File: src/rtl/bpm_autocorr_ctrl.sv
// Flux-to-autocorrelation sequencer: decimates flux into N-sample windows, waits (bounded) for the BPM
// result, range-checks and smooths it. Forward latency 1 cycle, result latency 2 cycles; no backpressure.
module bpm_autocorr_ctrl #(
    parameter int W       = 16,
    parameter int N       = 8,
    parameter int DECIM   = 4,
    parameter int TIMEOUT = 1024,
    parameter int BPM_MIN = 60,
    parameter int BPM_MAX = 200
) (
    input  logic         clk,
    input  logic         reset,
    input  logic         enable,
    input  logic         flux_in_valid,
    input  logic [W-1:0] flux_in,
    input  logic         beat_in,
    output logic         ac_flux_valid,
    output logic [W-1:0] ac_flux,
    output logic         ac_beat_valid,
    output logic         ac_clear,
    input  logic [W-1:0] ac_bpm,
    input  logic         ac_bpm_valid,
    output logic [W-1:0] bpm_out,
    output logic         bpm_out_valid,
    output logic         timeout_err,
    output logic [1:0]   state_out
);

    localparam int DW = (DECIM > 1) ? $clog2(DECIM) : 1;
    localparam int CW = (N > 1) ? $clog2(N) : 1;
    localparam int TW = (TIMEOUT > 1) ? $clog2(TIMEOUT) : 1;

    localparam logic [DW-1:0] DEC_LAST  = DW'(DECIM - 1);
    localparam logic [CW-1:0] FWD_LAST  = CW'(N - 1);
    localparam logic [TW-1:0] WAIT_LAST = TW'(TIMEOUT - 1);
    localparam logic [W-1:0]  BPM_LO    = W'(BPM_MIN);
    localparam logic [W-1:0]  BPM_HI    = W'(BPM_MAX);

    typedef enum logic [1:0] {
        IDLE = 2'd0,
        FILL = 2'd1,
        WAIT = 2'd2,
        HOLD = 2'd3
    } state_t;

    state_t        state;
    state_t        next_state;
    logic [DW-1:0] dec_cnt;
    logic [CW-1:0] fwd_cnt;
    logic [TW-1:0] wait_cnt;
    logic [W-1:0]  bpm_cap;
    logic          have_hist;
    logic [W:0]    avg_sum;
    logic          in_range;

    logic          fwd_fire;
    logic          last_fwd;
    logic          res_fire;
    logic          tmo_fire;
    logic          accept;
    logic          clear_req;

    assign in_range  = (bpm_cap >= BPM_LO) && (bpm_cap <= BPM_HI);
    assign avg_sum   = {1'b0, bpm_out} + {1'b0, bpm_cap};
    assign state_out = state;

    always_ff @(posedge clk or posedge reset) begin
        if (reset) begin
            state <= IDLE;
        end else begin
            state <= next_state;
        end
    end

    always_comb begin
        next_state = state;
        case (state)
            IDLE:    next_state = enable ? FILL : IDLE;
            FILL: begin
                if (!enable)       next_state = IDLE;
                else if (last_fwd) next_state = WAIT;
            end
            WAIT: begin
                if (!enable)       next_state = IDLE;
                else if (res_fire) next_state = HOLD;
                else if (tmo_fire) next_state = FILL;
            end
            HOLD:    next_state = enable ? FILL : IDLE;
            default: next_state = IDLE;
        endcase
    end

    // A result arriving on the timeout cycle takes priority over the timeout.
    always_comb begin
        fwd_fire  = 1'b0;
        last_fwd  = 1'b0;
        res_fire  = 1'b0;
        tmo_fire  = 1'b0;
        accept    = 1'b0;
        clear_req = 1'b0;
        case (state)
            IDLE: clear_req = enable;
            FILL: begin
                if (!enable) begin
                    clear_req = 1'b1;
                end else begin
                    fwd_fire = flux_in_valid && (dec_cnt == '0);
                    last_fwd = fwd_fire && (fwd_cnt == FWD_LAST);
                end
            end
            WAIT: begin
                if (!enable) begin
                    clear_req = 1'b1;
                end else if (ac_bpm_valid) begin
                    res_fire = 1'b1;
                end else if (wait_cnt == WAIT_LAST) begin
                    tmo_fire  = 1'b1;
                    clear_req = 1'b1;
                end
            end
            HOLD: begin
                if (!enable) clear_req = 1'b1;
                else         accept    = in_range;
            end
            default: ;
        endcase
    end

    always_ff @(posedge clk or posedge reset) begin
        if (reset) begin
            dec_cnt       <= '0;
            fwd_cnt       <= '0;
            wait_cnt      <= '0;
            bpm_cap       <= '0;
            have_hist     <= 1'b0;
            ac_flux_valid <= 1'b0;
            ac_flux       <= '0;
            ac_beat_valid <= 1'b0;
            ac_clear      <= 1'b0;
            bpm_out       <= '0;
            bpm_out_valid <= 1'b0;
            timeout_err   <= 1'b0;
        end else begin
            ac_flux_valid <= fwd_fire;
            ac_beat_valid <= fwd_fire && beat_in;
            ac_clear      <= clear_req;
            bpm_out_valid <= accept;
            if (fwd_fire) ac_flux <= flux_in;

            if (state == FILL && enable) begin
                if (flux_in_valid) begin
                    if (last_fwd) begin
                        dec_cnt <= '0;
                        fwd_cnt <= '0;
                    end else begin
                        dec_cnt <= (dec_cnt == DEC_LAST) ? '0 : dec_cnt + DW'(1);
                        if (fwd_fire) fwd_cnt <= fwd_cnt + CW'(1);
                    end
                end
            end else begin
                dec_cnt <= '0;
                fwd_cnt <= '0;
            end

            if (state == WAIT && enable && !ac_bpm_valid && !tmo_fire) wait_cnt <= wait_cnt + TW'(1);
            else                                                        wait_cnt <= '0;

            if (res_fire) bpm_cap <= ac_bpm;

            if (tmo_fire)    timeout_err <= 1'b1;
            else if (accept) timeout_err <= 1'b0;

            // First accepted result seeds the average; later ones take the truncated mean.
            if (accept) begin
                bpm_out   <= have_hist ? W'(avg_sum >> 1) : bpm_cap;
                have_hist <= 1'b1;
            end
        end
    end

endmodule

File: config.mk
export PLATFORM = sky130hd
export DESIGN_NAME = bpm_autocorr_ctrl
export DESIGN_NICKNAME = d
export VERILOG_FILES = /design/src/rtl/bpm_autocorr_ctrl.sv
export SDC_FILE = /design/constraint.sdc
export NUM_CORES = 1
export LEC_CHECK = 0
export CORE_UTILIZATION = 55
export DETAILED_ROUTE_END_ITERATION = 12
export GPL_TIMING_DRIVEN = 1
export PLACE_DENSITY = 0.83
export SYNTH_ARGS = -nofsm -noshare
export SYNTH_HDL_FRONTEND = slang
export SYNTH_SLANG_ARGS = --single-unit
File: constraint.sdc
create_clock -name clk -period 4.2 [get_ports clk]
set_clock_uncertainty 0.1 [all_clocks]
set_input_delay 0.63 -clock clk [delete_from_list [all_inputs] [get_ports clk]]
set_output_delay 0.63 -clock clk [all_outputs]
set_load 0.005 [all_outputs]
Word level (Yosys, flattened, before mapping)

Cells that the tools add are included.

Add/subtract/negate cells: 4
Magnitude comparators: 2
Equal/unequal tests: 10
Muxes and demuxes: 35
Reduce and logical (&&, ||, !) cells: 17

Operators by type and width:

| operator              | count |
|---|---|
| $mux 1                | 18 |
| $mux 2                | 9 |
| $add 16x16->17        | 1 |
| $ge 16x6->1 const B   | 1 |
| $le 16x8->1 const B   | 1 |
| $mux 16               | 1 |
| $mux 3                | 4 |
| $add 10x1->10 const B | 1 |
| $eq 10x10->1 const B  | 1 |
| $mux 10               | 1 |
| $logic_and 1x1->1     | 8 |
| $eq 2x2->1 const B    | 3 |
| $ne 3x3->1 const B    | 2 |
| $pmux 2 s3            | 1 |
| $logic_not 2->1       | 2 |
| $ne 4x4->1 const B    | 1 |
| $reduce_and 2->1      | 2 |
| $reduce_or 2->1       | 2 |
| $add 3x1->3 const B   | 1 |
| $eq 3x3->1 const B    | 1 |
| $pmux 1 s3            | 1 |
| $add 2x1->2 const B   | 1 |
| $eq 2x1->1 const B    | 1 |
| $logic_not 1->1       | 2 |
| 2 further kinds       | 2 |

Register bits after elaboration: 71
Bits of input ports: 38
Output and inout port bits: 39
Word-level logic and storage cells: 81

Longest topological paths before layout

Gate-level depths: netlist (run 1).

Depth in word-level cells: 9
Depth in mapped cells: 9
Depth with buffers taken out: 9

Least setup slack after synthesis (run 1)

Ideal clock, no wire load.

Path type: register to register
Start point: register bpm_cap[0]
End point: register bpm_out[13]
Library setup time: 121 ps
Data arrival time: 2021 ps
Required time: 3979 ps
Path slack: 1958 ps
Stages on the path, launching flop included: 10
Path buffers: 0
Clock period less this slack: 2242 ps
Cells stage by stage: dfrtp_1 -> and2_1 -> fa_1 -> a21oi_1 -> o221ai_4 -> a31oi_4 -> o21a_1 -> o21ai_2 -> xnor2_1 -> o21ai_2

Longest elaborated chain between the ends: 4
Elaborated cells between the ends (all ways): 7
Those cells by class: add/sub (1); order compare (2); mux (3); reduce/logical (1)

RTL lines:

| what                                              | line | source |
|---|---|---|
| start: declaration                                | 51   | `logic [W-1:0] bpm_cap;` |
| start signal: assignment                          | 168  | `if (res_fire) bpm_cap <= ac_bpm;` |
| $ge 16x6->1 / $le 16x8->1 (equally long branches) | 63   | `assign in_range = (bpm_cap >= BPM_LO) && (bpm_cap <= BPM_HI);` |
| $logic_and 1x1->1                                 | 63   |  |
| $mux 1                                            | 122  | `if (!enable) clear_req = 1'b1;` |
| $mux 1                                            | 101  | `case (state)` |
| end signal: assignment                            | 175  | `bpm_out <= have_hist ? W'(avg_sum >> 1) : bpm_cap;` |
| end: declaration                                  | 23   | `output logic [W-1:0] bpm_out,` |

Parallel ways exist; a longest one is shown, timed or not.
A chain may end at the register's enable or synchronous reset.

Worst setup path in the final report (run 1)

Start point: input port enable
End point: register bpm_out[7]

Longest elaborated chain between the ends: 2

RTL lines:

| what               | line | source |
|---|---|---|
| start: declaration | 13   | `input logic enable,` |
| $mux 1             | 122  |  |
| $mux 1             | 101  |  |

Every way passes these cells.

==> out/results.txt, run 1 <==
The core utilization of the finished layout is 0.727. The post-synthesis register bit count is 71, and the slew at the pin with the worst max-slew slack is 0.871 ns. In this run the worst path has a maximum fanout of 21. By area the synthesized netlist is led by sky130_fd_sc_hd__dfrtp_1 (48%), sky130_fd_sc_hd__nand2_1 (8.4%), sky130_fd_sc_hd__ha_1 (8.1%).

For this design the total switching power over the nets is 835 uW. The sequential power share is 0.440, and the total detailed-routing wirelength is 7740 um. The die is 84.0 um wide.

The number of warnings reported in the yosys synthesis log was 0; the internal power consumption was 1560 uW. The path class of the tightest hold or removal check is reg -> reg. Fraction of registers with async set or reset after synthesis: 1.00.

The net count of the finished layout is 513. The overall die area was 0.00706 mm2; the depth of the worst register-to-register path was 9. In this run the deepest clock path goes through 2 buffers. After detailed routing, the wire length on met1 is 3480 um.

The tools report the total of endpoints with negative setup slack in the final report as 0. The kind of end point of the critical path is a register. The number of buffers created by CTS is 9.

The critical path is of the in -> reg type. The overall via count from detail_route is 2,894, and the met2 routed wirelength is 3720 um. From synthesis to final layout, the design area changed by 26.3%. The fraction of post-synthesis cell area in the top cell type by area was 0.480. After clock tree synthesis, the setup repair step added 0 buffers.

The mean instance size in the synthesized netlist is 9.97 um2. The tools report the smallest setup slack after layout as 1.69 ns. After detailed placement, the total cell area comes to 0.00453 mm2. After detailed routing, the average wire length per cell comes to 14.6 um. The run gives 1.34 ns as the post-placement worst setup slack.

The flow ran to the end, but the final reports show violations. Adding up every negative setup slack in the final design gives 0 ns. Once detailed placement completed, the half-perimeter wirelength came to 5660 um.

For the number of antenna violations at the first check in global routing, the log shows 0. The commonest cells after synthesis are sky130_fd_sc_hd__nand2_1 (83), sky130_fd_sc_hd__dfrtp_1 (71), sky130_fd_sc_hd__ha_1 (24), sky130_fd_sc_hd__a21oi_1 (22), sky130_fd_sc_hd__o21ai_0 (20). After routing the design area is 0.00467 mm2. The netlist uses 46 different library cells. STA puts the critical path data arrival time at 2.68 ns.

Post-CTS repair changed the size of 0 cells. The tools report the area inside the core boundary as 0.00642 mm2. TritonCTS built the clock tree.

Counting I/O delays and the setup requirement, the final critical path takes 2.51 ns. After clock tree synthesis, the clock-pin slew on the worst setup and hold paths is 0.07 ns. The vias per cell is 5.46.

Setup repair after global routing left no endpoint under its margin. The number of antenna-violating nets in the routed design was 0; the max-slew headroom at the worst pin was 0.418. The synthesized netlist cell count is 371, and the max-capacitance violation count is 0.

Summed over all cells, the static leakage comes to 0.00213 uW. For this design the ratio of total power to cell area is 514 mW/mm2. After clock tree synthesis, the flow added hold-fix buffers numbering 0. CTS built an H-tree with a depth of 3. The final reports fail on DRC. Summed over all nets, wire length on met3 after detailed routing comes to 398 um. In this run the vertical extent of the chip is 84.0 um.

The clock reaches the later pin of the worst-skew pair after 0.35 ns. The share of cells above drive strength 1 is 0.0861. The detailed-router iteration count before antenna repair came out at 8. The number of slew-limit violations in the final report was 0; the filler cell count in the final layout was 470.

The clock root buffer was sky130_fd_sc_hd__clkbuf_8. During I/O placement, the number of pins put on the boundary was 77. The main flop type after synthesis was sky130_fd_sc_hd__dfrtp_1. STA classifies the critical path startpoint as an input port. The first global-routing pass estimated 13,000 um of wire. The highest layer touched by signal routing is met4. The initial core utilization is 0.576, and the diode insertion count for antenna repair is 0. Among all cell types in the netlist, the one instantiated most often is sky130_fd_sc_hd__nand2_1. The share of the clock period used by the worst path works out to 0.599. IR analysis of the VDD net gives a maximum drop of 311 uV. The global-route total usage across every layer is 0.234. The net switching share of the total power is 0.348, and the share of synthesized area occupied by flip-flops and latches is 0.480. The mapped netlist covers 0.00370 mm2. The total overflow left after global routing is 0.

The combinational group share of total power was 0.373. The clock sink count was 71; the clock network fraction of design power was 0.187. The top cell type by total area after synthesis was sky130_fd_sc_hd__dfrtp_1. Input and output buffers added on the ports amount to 76.

The worst hold path was traced through 2 stages. The number of nets handed over by synthesis was 434. The detailed router's first-iteration violation count came out at 170.

The run gives 0.872 as the last weighted congestion value of the routability-driven placer. In the routed design, unresolved DRC markers number 4. The run gives 0.398 GHz as the highest attainable clock frequency.

The initialized floorplan defines 29 standard-cell rows. Entering global routing, the biggest net connects 41 pins. The run gives 0 as the count of endpoints failing hold in the final timing report.

The run gives 2,880 as the number of global-route vias before repair. The synthesized design contains 0 enable-type register cells. The critical path required time is 4.36 ns.
## per-stage QoR
stage                     hold slack (ns)  total power [uW]  instances
after global routing                0.402              2550        530
after detailed placement            0.362              1960        516
after floorplan                     0.352              1580        371
after CTS                           0.379              2410        530
after global placement              0.359              1920        516
final                               0.382              2400        530
## final cells by class
type,instances,area [um2],share of cell area
Multi-Input combinational cell,278,1830,0.392
Sequential cell,71,1780,0.380
Timing Repair Buffer,78,776,0.166
Clock buffer,12,135,0.0289
Tap cell,77,96.3,0.0206
Inverter,12,45.0,0.00964
Clock inverter,2,10.0,0.00214
## logic make-up (layout without fill, tap and decap cells)
group,after synthesis,in the layout,share of synthesized area
AND/OR/NAND/NOR,140,140,0.169
flip-flops,71,71,0.480
AO/OA/AOI/OAI,67,67,0.116
adder cells (fa/ha/maj),25,25,0.0866
multiplexers,25,25,0.0731
buffers and inverters,22,104,0.0244
XOR/XNOR,21,21,0.0497
## power by group through the flow
stage                     clock network (uW)  registers [uW]  logic, uW
after floorplan                            0            1010        574
after global placement                     0            1060        865
after detailed placement                   0            1060        892
after CTS                                453            1060        899
after global routing                     479            1080        990
final                                    448            1060        895
## flip-flops by register name (all words and copies together), names as in the netlist
register       count
ac_flux           16
bpm_cap           16
bpm_out           16
wait_cnt          10
fwd_cnt            3
dec_cnt            2
state_out          2
ac_beat_valid      1
ac_clear           1
ac_flux_valid      1
bpm_out_valid      1
have_hist          1
timeout_err        1
## path summary, 6_finish.rpt
kind / start / end / slack (ns)
min reg2reg: ac_flux[3] / ac_flux[3] / 0.38
max: enable / bpm_out[7] / 1.69
min in group asynchronous: reset / ac_flux_valid / 0.60
max in group asynchronous: reset / ac_flux[9] / 2.43
min: ac_flux[3] / ac_flux[3] / 0.38
max reg2reg: bpm_cap[0] / bpm_out[11] / 1.74
## per-layer routing
| metal | vias to the layer above | track usage |
|---|---|---|
| met5 | - | 0 |
| met4 | 0 | 0.0909 |
| met3 | 13 | 0.0623 |
| met2 | 67 | 0.384 |
| met1 | 1384 | 0.297 |
| li1 | 1430 | - |
## cell usage in the layout, fill, tap and decap left out, types with 5 or more instances in the layout
master,synthesis,layout
sky130_fd_sc_hd__nand2b_1,5,5
sky130_fd_sc_hd__o21ai_0,20,20
sky130_fd_sc_hd__nand4_1,5,5
sky130_fd_sc_hd__mux2i_1,9,9
sky130_fd_sc_hd__mux2_2,16,16
sky130_fd_sc_hd__inv_1,11,10
sky130_fd_sc_hd__nand3_1,10,10
sky130_fd_sc_hd__clkdlybuf4s50_1,0,76
sky130_fd_sc_hd__xnor2_1,12,12
sky130_fd_sc_hd__dfrtp_1,71,71
sky130_fd_sc_hd__a21oi_1,22,22
sky130_fd_sc_hd__nand2_1,83,83
sky130_fd_sc_hd__ha_1,24,24
sky130_fd_sc_hd__xor2_1,9,9
sky130_fd_sc_hd__clkbuf_8,0,9
sky130_fd_sc_hd__nor2_1,19,19
## critical path: stages
cell and delay, ns:
sky130_fd_sc_hd__clkdlybuf4s50_1 0.64, sky130_fd_sc_hd__nand4bb_1 0.15, sky130_fd_sc_hd__nor3_1 0.16, sky130_fd_sc_hd__nand4_1 0.40, sky130_fd_sc_hd__buf_4 0.37, sky130_fd_sc_hd__nor3b_2 0.19
sky130_fd_sc_hd__a21oi_1 0.05, sky130_fd_sc_hd__o21ai_0 0.08
No activity file was read; power rests on OpenSTA's default activity.
==> inputs of run 2 (changes only) <==
Settings changed: CORE_UTILIZATION 55 to 51, PLACE_DENSITY 0.83 to 0.78.
Clock period 4.2 ns to 2.5 ns, I/O delays scaled along.
==> run 2 against run 1 <==
  * The run now ends clean
  * Cell count is 5.5% higher
  * Combinational power up 75%
  * Register-to-register slack worse by 1.6 ns
==> out/results.txt, run 2 (synthesized netlist as in run 1, its figures left out) <==
The run finished with clean final reports. The logs give 0.226 (-0.00875) for the global-route total usage across every layer and 30 (+3.4%) for the number of rows created at floorplan. The detailed router's first-iteration violation count was 96 (-44%); the data arrival time of the critical path was 2.53 ns (-0.15 ns).

The tools report the count of endpoints failing hold in the final timing report as 0 (unchanged). Setup repair after global routing left no endpoint under its margin. The final routed wire length divided by cell count works out to 14.2 um (-2.6%). The logs give 0 (unchanged) for the number of antenna violations at the first check in global routing and 521 (+1.6%) for the number of nets at the end of the flow. TritonCTS built the clock tree.

The max-slew headroom at the worst pin was 0.536 (+0.118); the highest attainable clock frequency was 0.426 GHz. The logs give 0.00178 mm2 (unchanged) for the area used by sequential logic in the layout and 27 (-34%) for the maximum number of pins on one net before global-route repair. The tools report the overall die area as 0.00760 mm2 (+7.7%).

The setup fix buffers added after clock tree synthesis came out at 0 (unchanged). The tools report the kind of end point of the critical path as a register. The logs give 0 (unchanged) for the number of antenna-violating nets in the routed design and 0 (-4) for the DRC violation count after routing. The die width is 87.2 um (+3.8%). The total of endpoints with negative setup slack in the final report is 0 (unchanged). Max-capacitance violation count: 0 (unchanged).

Number of buffers created by CTS: 9 (unchanged). The number of global-route vias before repair was 2,869 (-0.38%). Clock sink count: 71 (unchanged).

The run gives 0 (unchanged) as the total grt overflow. Class of the most critical setup path: reg -> reg. The overall via count from detail_route was 2,960 (+2.3%); the diode insertion count for antenna repair was 0 (unchanged). The critical path goes through and2_1 > fa_1 > a21oi_2 > o221ai_4 > a31oi_4 > o21a_1 > xnor2_1 > mux2i_1 > o21ai_1. Leaving out fill and tap cells, the most frequent cell in the layout is sky130_fd_sc_hd__nand2_1.

The minimum clock period was 2.35 ns. The count of input and output buffers is 76 (unchanged). The share of cells above drive strength 1 was 0.114 (+0.0284). In the final layout, the registers with the most flip-flops are ac_flux x16, bpm_cap x16, bpm_out x16.

The accumulated negative setup slack is 0 ns (unchanged), and the area growth from synthesis to final layout is 30.7%. The tools report the maximum level of the CTS H-tree as 3 (unchanged). The last weighted congestion value of the routability-driven placer was 0.870 (-0.29%). The power per cell area was 886 mW/mm2 (+73%); the multi-input logic area was 0.00184 mm2 (+0.20%). The filler cell count in the final layout was 541 (+15%); the die extent in y was 87.2 um (+3.8%). The clock slew seen by the registers of the worst setup and hold paths was 0.08 ns (about the same). The detailed-router iteration count before antenna repair is 4 (-4), and the share of the clock period used by the worst path is 0.940. The initial core utilization is 0.536 (-0.0404), and the static leakage power is 0.00220 uW (+3.4%).

The run gives 2.68 ns (-1.68 ns) as the critical path required time. The area inside the core boundary was 0.00691 mm2 (+7.5%). The tree is rooted in a sky130_fd_sc_hd__clkbuf_8. The half-perimeter wire length after detailed placement was 5980 um (+5.6%). The total detailed-routing wirelength came out at 7950 um (+2.7%). The slew at the pin with the worst max-slew slack is 0.696 ns (-0.175 ns).

Area of all placed cells without fillers: 0.00483 mm2 (+3.5%). For the total cell area at the placement stage, the log shows 0.00462 mm2 (+2.1%). The peak supply drop is 502 uV (+61%). Leaving out fill and tap cells, the most frequent cells in the layout are sky130_fd_sc_hd__nand2_1 (83), sky130_fd_sc_hd__clkdlybuf4s50_1 (76), sky130_fd_sc_hd__dfrtp_1 (71), sky130_fd_sc_hd__ha_1 (24), sky130_fd_sc_hd__a21oi_1 (21).

Vias per cell: 5.30 (-3.0%). First-pass GRT wire length: 13,100 um (+0.69%). In this run the worst hold path is classified as in -> async. Number of placed I/O pins: 77 (unchanged). Highest net fanout along the worst path: 5 (-76%). The number of slew-limit violations in the final report is 0 (unchanged), and the deepest clock path buffer count is 2 (unchanged). Clock latency on the worst-skew pair: 0.35 ns (about the same). The slowest stage of the critical path is the sky130_fd_sc_hd__dfrtp_1 cell. The worst stage delay on the critical path works out to 0.42 ns (-0.22 ns).

The worst setup path is launched from a register.
-- run 2: changes by cell type in the layout (fill, tap and decap cells not counted), sizes merged --
cell      change
clkinvlp      +1
bufinv        +1
clkbuf        -1
clkinv        +1
buf           +8
-- run 2: per-layer routing --
| layer | vias up | share of wire | wire (um) | GRT usage |
|---|---|---|---|---|
| li1 | 1450 | - | - | - |
| met1 | 1405 | 0.43 | 3430 | 0.283 |
| met2 | 90 | 0.48 | 3780 | 0.361 |
| met3 | 15 | 0.073 | 580 | 0.0787 |
| met4 | 0 | 0.020 | 155 | 0.0835 |
| met5 | - | 0 | 0 | 0 |
-- run 2: layout make-up --
type | count | share of cell area
flip-flops and latches | 71 | 0.368
repair buffers | 86 | 0.176
clock inverters | 5 | 0.0116
well taps | 96 | 0.0249
inverters | 12 | 0.00932
multi-input cells | 278 | 0.380
clock buffers | 11 | 0.0313
-- run 2: critical path: cells and delay by family (launching register included) --
kind                     cells  cell delay (ns)
AO/OA/AOI/OAI                5             0.94
XOR/XNOR                     1             0.13
adder cells (fa/ha/maj)      1             0.41
flip-flops                   1             0.42
multiplexers                 1             0.09
AND/OR/NAND/NOR              1             0.18
-- run 2: what timing repair did --
item,CTS,global route
hold buffers,0,0
setup endpoints to repair,0,4
gates resized for setup,0,1
-- run 2: through the flow --
stage / cells / hold slack, ns / utilization / setup slack [ns] / total power [uW]
3_5_place_dp: 543 / 0.364 / 0.669 / 0.0659 / 3340
6_report: 559 / 0.260 / 0.700 / 0.151 / 4280
5_1_grt: 559 / 0.286 / 0.700 / 0.0151 / 4580
4_1_cts: 559 / 0.268 / 0.699 / 0.0389 / 4310
2_1_floorplan: 371 / 0.352 / - / 0.228 / 2650
3_3_place_gp: 543 / 0.357 / 0.669 / 0.140 / 3280
-- run 2: worst paths after layout --
| kind | end | from | cells past startpoint | slack, ns |
|---|---|---|---|---|
| worst max-delay path | bpm_out[11] | bpm_cap[0] | 9 | 0.15 |
| worst min register to register | ac_flux[7] | ac_flux[7] | 2 | 0.38 |
| worst max register to register | bpm_out[11] | bpm_cap[0] | 9 | 0.15 |
| min in group clk | ac_flux[7] | ac_flux[7] | 2 | 0.38 |
| max in group asynchronous | bpm_out[11] | reset | 3 | 1.45 |
| worst min-delay path | ac_flux_valid | reset | 2 | 0.26 |
-- run 2: power breakdown --
part,total [uW],switching [uW],internal (uW)
Clock,960,447,513
Sequential,1760,305,1450
Combinational,1570,708,858
==> inputs of run 3 (changes only) <==
Settings changed: GPL_TIMING_DRIVEN 1 to 0.
==> run 3 against run 2 <==
  * Routed wire length fell by 2.2%
  * Power decreased by 2.1%
  * Register-to-register slack worse by 0.02 ns
  * Sequential cell count unchanged
  * Critical path depth unchanged
  * Clock power shrank 4.8%
  * Fmax shrank 0.81%
  * Non-clock buffer count decreased by 1
  * Highest routed layer unchanged
  * Global-route usage fell by 0.12 points
  * Cell area is 1.2% lower
==> out/results.txt, run 3 (synthesized netlist as in run 1, its figures left out) <==
The run finished with clean final reports. The detailed router's first-iteration violation count came out at 182 (+90%). Met1 capacity usage during global routing: 0.285 (+0.00167). The last weighted congestion value of the routability-driven placer is 0.936 (+7.6%).

By startpoint and endpoint, the worst setup path is classified as reg -> reg. The static leakage power is 0.00216 uW (-1.7%), and the minimum clock period is 2.37 ns (+0.0192 ns). The run gives 77 (unchanged) as the number of placed I/O pins. The root buffer cell chosen for the clock tree is sky130_fd_sc_hd__clkbuf_8. The run gives 5660 um (-5.3%) as the half-perimeter wire length after detailed placement. The vias per cell is 5.34 (+0.82%), and the overall via count from detail_route is 2,979 (+0.64%). Count of hold buffers inserted by post-cts repair: 0 (unchanged). The worst setup path is launched from a register.

The tools report the max-slew headroom at the worst pin as 0.425 (-0.110). The total grt overflow is 0 (unchanged), and the slew at the pin with the worst max-slew slack is 0.862 ns (+0.166 ns). The data arrival time of the critical path is 2.54 ns (about the same), and the total of endpoints with negative setup slack in the final report is 0 (unchanged).

The library cells used most frequently in the layout, excluding fill and tap cells, are sky130_fd_sc_hd__nand2_1 (83), sky130_fd_sc_hd__clkdlybuf4s50_1 (75), sky130_fd_sc_hd__dfrtp_1 (71), sky130_fd_sc_hd__ha_1 (24), sky130_fd_sc_hd__a21oi_1 (21). The global-route total usage across every layer was 0.224 (-0.00116); the met3 demand-to-capacity share in global routing was 0.0739 (-0.00474). The total detailed-routing wirelength is 7770 um (-2.2%), and the maximum level of the CTS H-tree is 3 (unchanged). The share of the clock period used by the worst path was 0.947 (+0.00768). The number of slew-limit violations in the final report is 0 (unchanged), and the share of cells above drive strength 1 is 0.0996 (-0.0149). met2 is the most crowded layer. The tools report the overall die area as 0.00760 mm2 (unchanged). The number of rows created at floorplan was 30 (unchanged); the die width was 87.2 um (unchanged). Power per cell area: 879 mW/mm2 (-0.86%). The tools report the diode insertion count for antenna repair as 0 (unchanged). The library cell used most frequently in the layout, excluding fill and tap cells, is sky130_fd_sc_hd__nand2_1.

The tools report the number of cells in the design after placement as 542 (-0.18%). The kind of end point of the critical path was a register. The logs give 0.375 (+0.0136) for the global-route met2 utilization and 0 (unchanged) for the max-capacitance violation count. The run gives 0.422 GHz (-0.81%) as the highest attainable clock frequency. The clock slew seen by the registers of the worst setup and hold paths is 0.07 ns (about the same), and the setup fix buffers added after clock tree synthesis is 0 (unchanged). The run gives 13,200 um (+1.1%) as the first-pass GRT wire length.

The peak supply drop was 447 uV (-11%). The highest net fanout along the worst path was 5 (unchanged); the critical path required time was 2.67 ns (about the same). The count of endpoints failing hold in the final timing report is 0 (unchanged), and the area inside the core boundary is 0.00691 mm2 (unchanged). Setup repair after global routing left no endpoint under its margin. The run gives 72 (+170%) as the maximum number of pins on one net before global-route repair.

Deepest clock path buffer count: 2 (unchanged). The number of nets at the end of the flow is 520 (-0.19%), and the accumulated negative setup slack is 0 ns (unchanged). TritonCTS built the clock tree. The number of global-route vias before repair is 2,913 (+1.5%). The logs give 71 (unchanged) for the clock sink count and 0 (unchanged) for the number of antenna-violating nets in the routed design.

The die extent in y came out at 87.2 um (unchanged). Count of input and output buffers: 75 (-1.3%). The final routed wire length divided by cell count was 13.9 um (-2.1%); the number of antenna violations at the first check in global routing was 0 (unchanged). The number of gates resized after cts is 0 (unchanged).

In the final layout, the registers with the most flip-flops are ac_flux x16, bpm_cap x16, bpm_out x16. For the detailed-router iteration count before antenna repair, the log shows 4 (unchanged). For the filler-free cell count of the finished design, the log shows 558 (-0.18%). The run gives 9 (unchanged) as the number of buffers created by CTS.

The logs give 0.34 ns (about the same) for the clock latency on the worst-skew pair and 0.536 (unchanged) for the initial core utilization. The area growth from synthesis to layout is 29.1%. The path class of the tightest hold or removal check is in -> reg. The DRC violation count after routing is 0 (unchanged).
## run 3: cell types whose count changed in the layout (fill, tap and decap cells not counted)
cell / previous run / this run
sky130_fd_sc_hd__clkinv_4: 1 / 2
sky130_fd_sc_hd__clkdlybuf4s50_1: 76 / 75
sky130_fd_sc_hd__clkinvlp_4: 1 / 0
sky130_fd_sc_hd__clkbuf_1: 0 / 7
sky130_fd_sc_hd__inv_2: 1 / 0
sky130_fd_sc_hd__buf_12: 1 / 0
sky130_fd_sc_hd__buf_2: 0 / 3
sky130_fd_sc_hd__clkbuf_8: 11 / 10
sky130_fd_sc_hd__buf_4: 9 / 1
sky130_fd_sc_hd__inv_4: 0 / 1
## run 3: per-stage QoR
step | power, uW | setup WS (ns) | util | hold WS (ns) | instance area [um2]
floorplan | 2650 | 0.228 | - | 0.352 | 3700
global placement | 3230 | -0.942 | 0.662 | 0.358 | 4570
detailed placement | 3290 | 0.0877 | 0.662 | 0.362 | 4570
CTS | 4220 | 0.0588 | 0.691 | 0.246 | 4770
global route | 4500 | 0.00257 | 0.691 | 0.256 | 4770
finish | 4200 | 0.132 | 0.691 | 0.256 | 4770
## run 3: path summary, 6_finish.rpt
path | startpoint | cells past startpoint | slack (ns) | end
setup / recovery | bpm_cap[0] | 9 | 0.13 | bpm_out[11]
hold / removal | enable | 3 | 0.26 | ac_clear
setup reg to reg | bpm_cap[0] | 9 | 0.13 | bpm_out[11]
hold reg to reg | ac_flux[14] | 2 | 0.38 | ac_flux[14]
max in group asynchronous | reset | 2 | 1.28 | bpm_out[6]
min in group asynchronous | reset | 2 | 0.45 | ac_flux_valid
## run 3: power breakdown
group,leakage (uW),internal [uW],switching (uW)
clock network,0.000103,488,426
logic,0.00112,834,725
registers,0.000938,1450,267
## run 3: metal layers
metal	wire length [um]	part of all wire	up-vias
li1	-	-	1449
met4	76	0.0098	0
met2	3830	0.49	76
met3	513	0.066	11
met5	0	0	-
met1	3350	0.43	1443
## run 3: cell type report
cell class | instances | area [um2]
inverters | 12 | 47.5
clock inverters | 5 | 57.6
well taps | 96 | 120
flip-flops and latches | 71 | 1780
repair buffers | 75 | 751
clock buffers | 11 | 141
fillers | 542 | 2130
multi-input cells | 278 | 1840
plain buffers | 10 | 45.0
## run 3: worst max-delay path, stage by stage (launching register included)
cell and delay [ns]:
sky130_fd_sc_hd__dfrtp_1 0.41, sky130_fd_sc_hd__and2_1 0.18, sky130_fd_sc_hd__fa_1 0.42, sky130_fd_sc_hd__a21oi_2 0.23, sky130_fd_sc_hd__o221ai_4 0.15, sky130_fd_sc_hd__a31oi_4 0.22, sky130_fd_sc_hd__o21a_1 0.21, sky130_fd_sc_hd__xnor2_1 0.14
sky130_fd_sc_hd__mux2i_1 0.10, sky130_fd_sc_hd__o21ai_1 0.13
